$ cat src/rtl/proc_pkg.sv
// proc_pkg: opcode and ALU-op constants, the rstatus register number and the
// instruction field positions shared by the five-stage pipeline control logic.
package proc_pkg;

  localparam logic [4:0] OP_LW  = 5'b01000;
  localparam logic [4:0] OP_SW  = 5'b00111;
  localparam logic [4:0] OP_BNE = 5'b00010;
  localparam logic [4:0] OP_JR  = 5'b00100;
  localparam logic [4:0] OP_BLT = 5'b00110;
  localparam logic [4:0] OP_BEX = 5'b10110;
  localparam logic [4:0] OP_ALU = 5'b00000;

  localparam logic [4:0] ALU_MUL = 5'b00110;
  localparam logic [4:0] ALU_DIV = 5'b00111;

  localparam logic [4:0] RSTATUS_REG = 5'd30;

  localparam int FLD_OPC_HI   = 31;
  localparam int FLD_OPC_LO   = 27;
  localparam int FLD_RD_HI    = 26;
  localparam int FLD_RD_LO    = 22;
  localparam int FLD_RS_HI    = 21;
  localparam int FLD_RS_LO    = 17;
  localparam int FLD_RT_HI    = 16;
  localparam int FLD_RT_LO    = 12;
  localparam int FLD_SHAMT_HI = 11;
  localparam int FLD_SHAMT_LO = 7;
  localparam int FLD_ALUOP_HI = 6;
  localparam int FLD_ALUOP_LO = 2;

endpackage

$ cat src/rtl/hazard_src_decode.sv
// hazard_src_decode: maps the F/D instruction to the two register-file read
// ports it will use and classifies it as load, store or mul/div.
module hazard_src_decode
  import proc_pkg::*;
(
  input  logic [31:0] ir,
  output logic [4:0]  src_a,
  output logic [4:0]  src_b,
  output logic        is_load,
  output logic        is_store,
  output logic        is_multdiv
);

  logic [4:0] opcode;
  logic [4:0] alu_op;
  logic       unused_ir;

  assign opcode    = ir[FLD_OPC_HI:FLD_OPC_LO];
  assign alu_op    = ir[FLD_ALUOP_HI:FLD_ALUOP_LO];
  assign unused_ir = ^{ir[FLD_SHAMT_HI:FLD_SHAMT_LO], ir[1:0]};

  assign is_load    = (opcode == OP_LW);
  assign is_store   = (opcode == OP_SW);
  assign is_multdiv = (opcode == OP_ALU) && ((alu_op == ALU_MUL) || (alu_op == ALU_DIV));

  // bex reads rstatus on A; stores and rd-comparing branches read rd on B
  always_comb begin
    src_a = ir[FLD_RS_HI:FLD_RS_LO];
    src_b = ir[FLD_RT_HI:FLD_RT_LO];
    if (opcode == OP_BEX) begin
      src_a = RSTATUS_REG;
    end
    case (opcode)
      OP_SW, OP_BNE, OP_JR, OP_BLT: src_b = ir[FLD_RD_HI:FLD_RD_LO];
      default: ;
    endcase
  end

endmodule

$ cat src/rtl/load_hazard_scoreboard.sv
// load_hazard_scoreboard: per-register down-counters track loads still in
// flight so the decode stage stalls until their data can be bypassed.
// Optional macro SCOREBOARD_MULTDIV_EN adds per-register mul/div pending flags
// cleared by multdiv_done; without it mul/div hazards rely on pw_stall alone.
module load_hazard_scoreboard
  import proc_pkg::*;
#(
  parameter int NUM_REGS = 32,
  parameter int MEM_LAT  = 1,
  parameter int CNT_W    = $clog2(MEM_LAT + 1)
) (
  input  logic                clock,
  input  logic                reset,
  input  logic [31:0]         fd_ir,
  input  logic                fd_valid,
  input  logic                flush,
  input  logic                pw_stall,
  input  logic                multdiv_done,
  output logic                stall,
  output logic [NUM_REGS-1:0] pending_mask,
  output logic                hazard_rs,
  output logic                hazard_rt
);

  if (MEM_LAT < 1) begin : g_bad_mem_lat
    $error("load_hazard_scoreboard: MEM_LAT must be at least 1");
  end

  logic [4:0]       src_a;
  logic [4:0]       src_b;
  logic [4:0]       rd;
  logic             is_load;
  logic             is_store;
  logic             is_multdiv;
  logic             busy_a;
  logic             busy_b;
  logic             md_a;
  logic             md_b;
  logic             md_conflict;
  logic             issue;
  logic             set_load;
  logic [CNT_W-1:0] cnt [NUM_REGS];

  hazard_src_decode u_decode (
    .ir         (fd_ir),
    .src_a      (src_a),
    .src_b      (src_b),
    .is_load    (is_load),
    .is_store   (is_store),
    .is_multdiv (is_multdiv)
  );

  assign rd = fd_ir[FLD_RD_HI:FLD_RD_LO];

  // A store's data arriving in the load's final cycle is caught by the W->M
  // bypass, so a store only waits while more than one cycle remains.
  assign busy_a = (cnt[src_a] != '0);
  assign busy_b = is_store ? (cnt[src_b] > CNT_W'(1)) : (cnt[src_b] != '0);

`ifdef SCOREBOARD_MULTDIV_EN
  logic [NUM_REGS-1:0] md_pending;
  logic [NUM_REGS-1:0] md_next;

  assign md_a        = md_pending[src_a];
  assign md_b        = md_pending[src_b];
  assign md_conflict = fd_valid & is_multdiv & (|md_pending);
`else
  logic unused_md;

  assign md_a        = 1'b0;
  assign md_b        = 1'b0;
  assign md_conflict = 1'b0;
  assign unused_md   = multdiv_done ^ is_multdiv;
`endif

  assign hazard_rs = fd_valid & (src_a != 5'd0) & (busy_a | md_a);
  assign hazard_rt = fd_valid & (src_b != 5'd0) & (busy_b | md_b);
  assign stall     = pw_stall | ((hazard_rs | hazard_rt | md_conflict) & ~flush);
  assign issue     = fd_valid & ~stall & ~flush & ~pw_stall;
  assign set_load  = issue & is_load & (rd != 5'd0);

  // Load issue reloads its destination counter; all other counters drain
  // once per unfrozen cycle and stop at zero. Flush leaves them alone.
  always_ff @(posedge clock) begin
    if (reset) begin
      for (int i = 0; i < NUM_REGS; i++) begin
        cnt[i] <= '0;
      end
    end else begin
      for (int i = 0; i < NUM_REGS; i++) begin
        if (set_load && (int'(rd) == i)) begin
          cnt[i] <= CNT_W'(MEM_LAT);
        end else if (!pw_stall && (cnt[i] != '0)) begin
          cnt[i] <= cnt[i] - CNT_W'(1);
        end
      end
    end
  end

`ifdef SCOREBOARD_MULTDIV_EN
  // Only one mul/div is ever in flight, so completion clears every flag
  // before a newly issued mul/div marks its destination.
  always_comb begin
    md_next = multdiv_done ? '0 : md_pending;
    if (issue && is_multdiv && (rd != 5'd0)) begin
      md_next[rd] = 1'b1;
    end
  end

  // Pending mul/div flags register
  always_ff @(posedge clock) begin
    if (reset) begin
      md_pending <= '0;
    end else begin
      md_pending <= md_next;
    end
  end
`endif

  // Debug view of which registers are still waiting on a result
  always_comb begin
    pending_mask = '0;
    for (int i = 0; i < NUM_REGS; i++) begin
`ifdef SCOREBOARD_MULTDIV_EN
      pending_mask[i] = (cnt[i] != '0) | md_pending[i];
`else
      pending_mask[i] = (cnt[i] != '0);
`endif
    end
  end

endmodule
$ cat config.mk
export PLATFORM = sky130hd
export DESIGN_NAME = load_hazard_scoreboard
export DESIGN_NICKNAME = d
export VERILOG_FILES = /design/src/rtl/proc_pkg.sv /design/src/rtl/hazard_src_decode.sv /design/src/rtl/load_hazard_scoreboard.sv
export SDC_FILE = /design/constraint.sdc
export NUM_CORES = 1
export LEC_CHECK = 0
export ABC_AREA = 1
export BUFFER_PORTS_ARGS = -buffer_cell sky130_fd_sc_hd__buf_2
export CAP_MARGIN = 10
export CORE_ASPECT_RATIO = 1.2
export CORE_UTILIZATION = 50
export CTS_CLUSTER_DIAMETER = 30
export DETAILED_ROUTE_END_ITERATION = 6
export GPL_TIMING_DRIVEN = 0
export PLACE_DENSITY = 0.81
export SLEW_MARGIN = 40
export SYNTH_ARGS = -nofsm -noshare
export SYNTH_HDL_FRONTEND = slang
export SYNTH_SLANG_ARGS = --single-unit
$ cat constraint.sdc
create_clock -name clock -period 6.65 [get_ports clock]
set_input_delay 0.3325 -clock clock [delete_from_list [all_inputs] [get_ports clock]]
set_output_delay 0.3325 -clock clock [all_outputs]
set_load 0.05 [all_outputs]
# Yosys cells after proc, flatten, opt, wreduce, memory -nomap -nowiden
# Memories as Yosys holds them, arrays and structs flattened.
# Cells that the tools add are included.
[totals] wordCells=513 mem_count=1 input_bits=38 output_inout_bits=35 register_bits=0 mem_bits_rw=32
[mem_list] name="cnt" depth=32 width=1 read_ports=34 rd_ports_with_merged_regs=0 wr=32 line_no="load_hazard_scoreboard.sv:42" text="logic [CNT_W-1:0] cnt [NUM_REGS];"
[classes] magnitude_cmp=1 reduce_logical=70 addsub=32 n_eq_ne=37 muxes=293 bitwise_logic=79
[ops] op="$mux 1" count=291
[ops] op="$eq 5x5->1 const B" count=17
[ops] op="$or 1x1->1" count=66
[ops] op="$logic_and 1x1->1" count=64
[ops] op="$eq 5x4->1 const B" count=9
[ops] op="$eq 5x3->1 const B" count=7
[ops] op="$sub 1x1->1 const B" count=32
[ops] op="$eq 5x2->1 const B" count=3
[ops] op="$reduce_bool 5->1" count=3
[ops] op="$and 1x1->1" count=10
[ops] op="$mux 5" count=2
[ops] op="$eq 5x1->1 const B" count=1
[ops] op="$logic_not 5->1" count=1
[ops] op="$reduce_or 4->1" count=1
[ops] op="$not 1->1" count=3
[ops] op="$gt 1x1->1 const B" count=1
[ops] op="$logic_not 1->1" count=1

# Depth between registers and ports, before layout
# An unclocked memory read counts as a cell.
[logic_depth] ltp_word=22 ltp_mapped=22 depth_no_buf=21

# By module
# A second synthesis with hierarchy kept.
[unflattened] hier_cells=473 area_unflattened_um2=3186.8
[modules_own_cells] module="load_hazard_scoreboard" seq_area_each_um2=960.9 cells_per_inst=430 area_per_inst_um2=2952.8 n_inst=1
[modules_own_cells] module="hazard_src_decode" seq_area_each_um2=0.0 cells_per_inst=43 area_per_inst_um2=234.0 n_inst=1

# Least setup slack after synthesis
# Ideal clock, no wire load.
[synth_path] path_type="input port to flip-flop" from="input port fd_ir[28]" to="memory cnt[18] (netlist name) (enable)" path_buffers=2 required_ns=6.358 arrival_time_ns=2.080 path_stages=21 setup_time_ns=0.292 path_slack_ns=4.278 cell_sequence="inv_1 -> nand2_1 -> nand3_2 -> nand2_2 -> nand2_2 -> nand2_2 -> buf_6 -> nand2_2 -> nand3_1 -> nand2_1 -> nand2_1 -> a21oi_1 -> nor2_1 -> nand2_2 -> nand2_2 -> nand2_4 -> nand4_4 -> buf_6 -> nor2_2 -> nor2_1 -> nand2_1"
[synth_lines] item="from (decl)" line_no="load_hazard_scoreboard.sv:14" text="input logic [31:0] fd_ir,"
[synth_lines] item="to (decl)" line_no="load_hazard_scoreboard.sv:42"

# Final worst setup path
[layout_path] from="input port fd_ir[30]" to="output port stall"
[layout_via] elab_chain_cells=10 word_cells_on_any_way=20 cone_classes="order compare: 1; eq/ne: 5; mux: 3; bitwise: 7; reduce/logical: 3; memory: 1"
[layout_lines] item="$eq 5x3->1, or another cell as far along" line_no="hazard_src_decode.sv:23, hazard_src_decode.sv:33"
[layout_lines] item="$reduce_or 4->1" line_no="hazard_src_decode.sv:33" text="case (opcode)"
[layout_lines] item="$mux 5" line_no="hazard_src_decode.sv:33"
[layout_lines] item="$mem_v2 32x1"
[layout_lines] item="$gt 1x1->1" line_no="load_hazard_scoreboard.sv:58" text="assign busy_b = is_store ? (cnt[src_b] > CNT_W'(1)) : (cnt[src_b] != '0);"
[layout_lines] item="$mux 1" line_no="load_hazard_scoreboard.sv:58"
[layout_lines] item="$and 1x1->1" line_no="load_hazard_scoreboard.sv:77" text="assign hazard_rt = fd_valid & (src_b != 5'd0) & (busy_b | md_b);"
[layout_lines] item="$or 1x1->1 *" line_no="load_hazard_scoreboard.sv:78" text="assign stall = pw_stall | ((hazard_rs | hazard_rt | md_conflict) & ~flush);"
[layout_lines] item="$and 1x1->1 *" line_no="load_hazard_scoreboard.sv:78"
[layout_lines] item="$or 1x1->1 *" line_no="load_hazard_scoreboard.sv:78"
[layout_lines] item="to (decl)" line_no="load_hazard_scoreboard.sv:19" text="output logic stall,"
# Every way passes the cells marked *; elsewhere a longest branch is shown, timed or not.

==> summary.md <==
| Metric | Value |
|---|---|
| Status | `complete, no violations` |
| Commonest cells in the netlist | `nand2_1, nor2_1, nand3_1, buf_4, edfxtp_1` |
| Sink Count | `32` |
| CTS tree | `yes` |
| Worst Skew | `5.99 ps` |
| Clock buffer depth | `2` |
| Worst-Skew Late Latency | `290 ps` |
| Cell with the most instances after synthesis | `nand2_1` |
| RSZ-0062 raised after global routing | `no` |
| Die width | `72.8 µm` |
| Register area share after synthesis | `32.0%` |
| Max reg flops | `32` |
| Regs by FF count | `cnt: 32 flops` |
| Largest net degree at the start of global routing | `11` |
| GRT Resource Usage Total | `28.4%` |
| Synth area leader | `edfxtp_1` |
| Initial antenna violation count | `0` |
| Least-Margin Pin Slew | `539 ps` |
| Leakage | `1.63 nW` |
| Worst flop-to-flop path startpoint | `cnt[12]` |
| Root Driver | `clkbuf_8` |
| CTS H-tree depth | `2` |
| Diode count | `0` |
| CTS Buf Count | `5` |
| WHS | `382 ps` |
| CP max stage delay | `260 ps` |
| Hpwl dp | `6.77 mm` |
| Die height | `86.9 µm` |
| Max cap viols | `0` |
| Global-route wire length before repair | `13.7 mm` |
| Post-CTS setup buffer count | `0` |
| Number of port buffers | `58` |
| CP Class | `in2out` |
| CP cell instances | `buf_2, nor2_4, nand3_2, nand2_2, nand2_2, nand2_2, buf_6, nand2_2, nand3_1, nand2_1, nand2_1, a21oi_1, nor2_1, nand2_2, nand2_2, nand2_4, nand2_1, buf_2` |
| Number of global-route vias before repair | `2865` |
| Post-layout minimum cycle time | `2760 ps` |
| Final period utilization | `41.5%` |
| Post-synth EDFFs | `32` |
| Row count | `30` |
| Worst path bufs/invs | `3` |
| Reg-to-reg endpoint | `cnt[20]` |
| Ports | `73` |
| Drc violations | `0` |
| 1st-iter DRT viols | `333` |
| Final Hold Vio Count | `0` |
| Worst setup EP type | `output port` |
| Syn_nets | `495` |
| Via count | `3256` |
| DRT antenna net count | `0` |
| End of the worst hold path | `cnt[0]` |
| Max rail drop VDD | `0.163 mV` |
| Post-synth cell types | `32` |
| Area grow syn2layout | `15.7%` |
| Yosys reg bits | `32` |
| Yosys Warn Count | `0` |
| Final net count | `560` |
| Avg Inst Size Synth | `6.57 µm²` |
| Placer's final routability congestion estimate | `0.931` |
| Critical-path top delay cell | `buf_2` |
| Cells after synthesis | `457` |
| Grt ovf | `0` |
| Top cells by area, synth | `edfxtp_1, nand2_1, buf_4` |
| Slew HR | `63.9%` |
| PD cells | `175 mW/mm²` |
| DR WL/cell | `14.2 µm` |
| Data arrival, critical path | `2430 ps` |
| Area after DPL | `0.00339 mm²` |
| Final wirelength | `8.58 mm` |
| First-pass iteration count of the detailed router | `5` |
| FMAX | `362 MHz` |
| Vias per Instance | `5.40` |
| R2r setup slk | `4430 ps` |
| Primary FF master, synth | `edfxtp_1` |
| Hold Crit Depth | `2` |
| Final setup viols | `0` |
| Hold Path Class | `in2reg` |
| Die area | `0.00632 mm²` |
| Number of hold buffers added after cts | `0` |
| Critical path required time | `6320 ps` |
| Crit path launch type | `input port` |
| Most flop-heavy register | `cnt` |
| Final Cell Area | `0.00347 mm²` |
| Setup TNS | `0 ps` |
| Synth top area share | `32.0%` |
| Most used cell, CP | `nand2_2` |
| Cell area after synthesis | `0.00300 mm²` |
| Reg2reg path depth | `14` |
| Post-CTS sizing | `0` |
| Max-slew violation count | `0` |
| Hold Crit Start | `pw_stall` |
| Worst-path clk slew | `70 ps` |
| Core footprint | `0.00574 mm²` |
| Critical path's top delay family | `simple AND/OR/NAND/NOR gates` |
| Initial core utilization | `52.3%` |
| Fraction of layout cells with a size suffix above 1 | `25.2%` |
| Crit-path max FO | `10` |
| Synth async-reset ratio | `0%` |
-- cell type report --
class,count,area (µm²)
fill,563,2270
multi-input combinational,341,1580
sequential,32,961
buffer,50,339
timing repair buffer,58,290
inverter,34,128
tap,80,100
clock buffer,7,76.3
clock inverter,1,3.75
-- power breakdown --
part,internal (W),switching (W)
clock network,0.0000728,0.0000727
logic,0.0000668,0.000142
registers,0.000237,0.0000170
-- worst reg2reg max path: stages, from the launching register on --
cell and delay (ps):
edfxtp_1 460, a21oi_1 170, o21ai_0 120, nand3_1 90, nand3_1 80, nand2_1 70, nand2_1 40, nand3_1 100
nand2_2 80, nand2_4 110, nand4_4 150, buf_6 200, nor2_2 130, nor2_1 60, nand2_1 80
-- cells in the final DEF, fill, tap and decap left out, types with 2 or more instances in the layout --
master	n
edfxtp_1	32
nand2_1	130
inv_2	3
nor4_1	2
nand3_2	2
nand2_2	9
o21ai_1	5
clkinv_1	2
buf_2	62
nand4_1	2
nor3_1	18
nor2_2	9
inv_1	30
a21oi_1	27
clkbuf_8	5
nand3_1	48
nand4_4	2
buf_6	3
nor2_1	61
o21ai_0	15
clkbuf_1	10
buf_4	33
nand2_4	2
buf_1	2
-- layer usage --
layer | vias to the layer above | share of wire [%] | GRT usage, %
met4 | 0 | 2.7 | 12.1
met3 | 25 | 7.8 | 3.24
li1 | 1599 | - | -
met5 | - | 0 | 0
met1 | 1459 | 40 | 36.1
met2 | 173 | 50 | 48.5
-- stage by stage --
step / power [W] / instances / util (%) / setup WS, ps
6_report: 0.000609 / 603 / 60.5 / 3890
5_1_grt: 0.000635 / 603 / 60.5 / 3740
4_1_cts: 0.000604 / 603 / 60.5 / 3910
3_5_place_dp: 0.000465 / 595 / 59.1 / 3760
3_3_place_gp: 0.000462 / 595 / 59.1 / 3790
2_1_floorplan: 0.000413 / 457 / - / 4280
-- how the worst max path moves through the flow --
stage              start  slack [ps]       to  depth (start not counted)
3_5_place_dp   fd_ir[28]        3760  cnt[22]                         19
6_report       fd_ir[30]        3890    stall                         18
5_1_grt        fd_ir[30]        3740    stall                         18
4_1_cts        fd_ir[28]        3910    stall                         19
2_1_floorplan  fd_ir[28]        4280  cnt[18]                         21
3_3_place_gp   fd_ir[28]        3790   cnt[7]                         17
-- cell families (layout without fill, tap and decap cells) --
logic type      count (synthesis)  in the layout  synth area share (%)
other cells                     1              1                 0.125
flops                          32             32                  32.0
simple gates                  287            287                  42.9
compound gates                 53             53                  9.45
buf+inv                        84            150                  15.5
(Power assumes the default switching activity.)
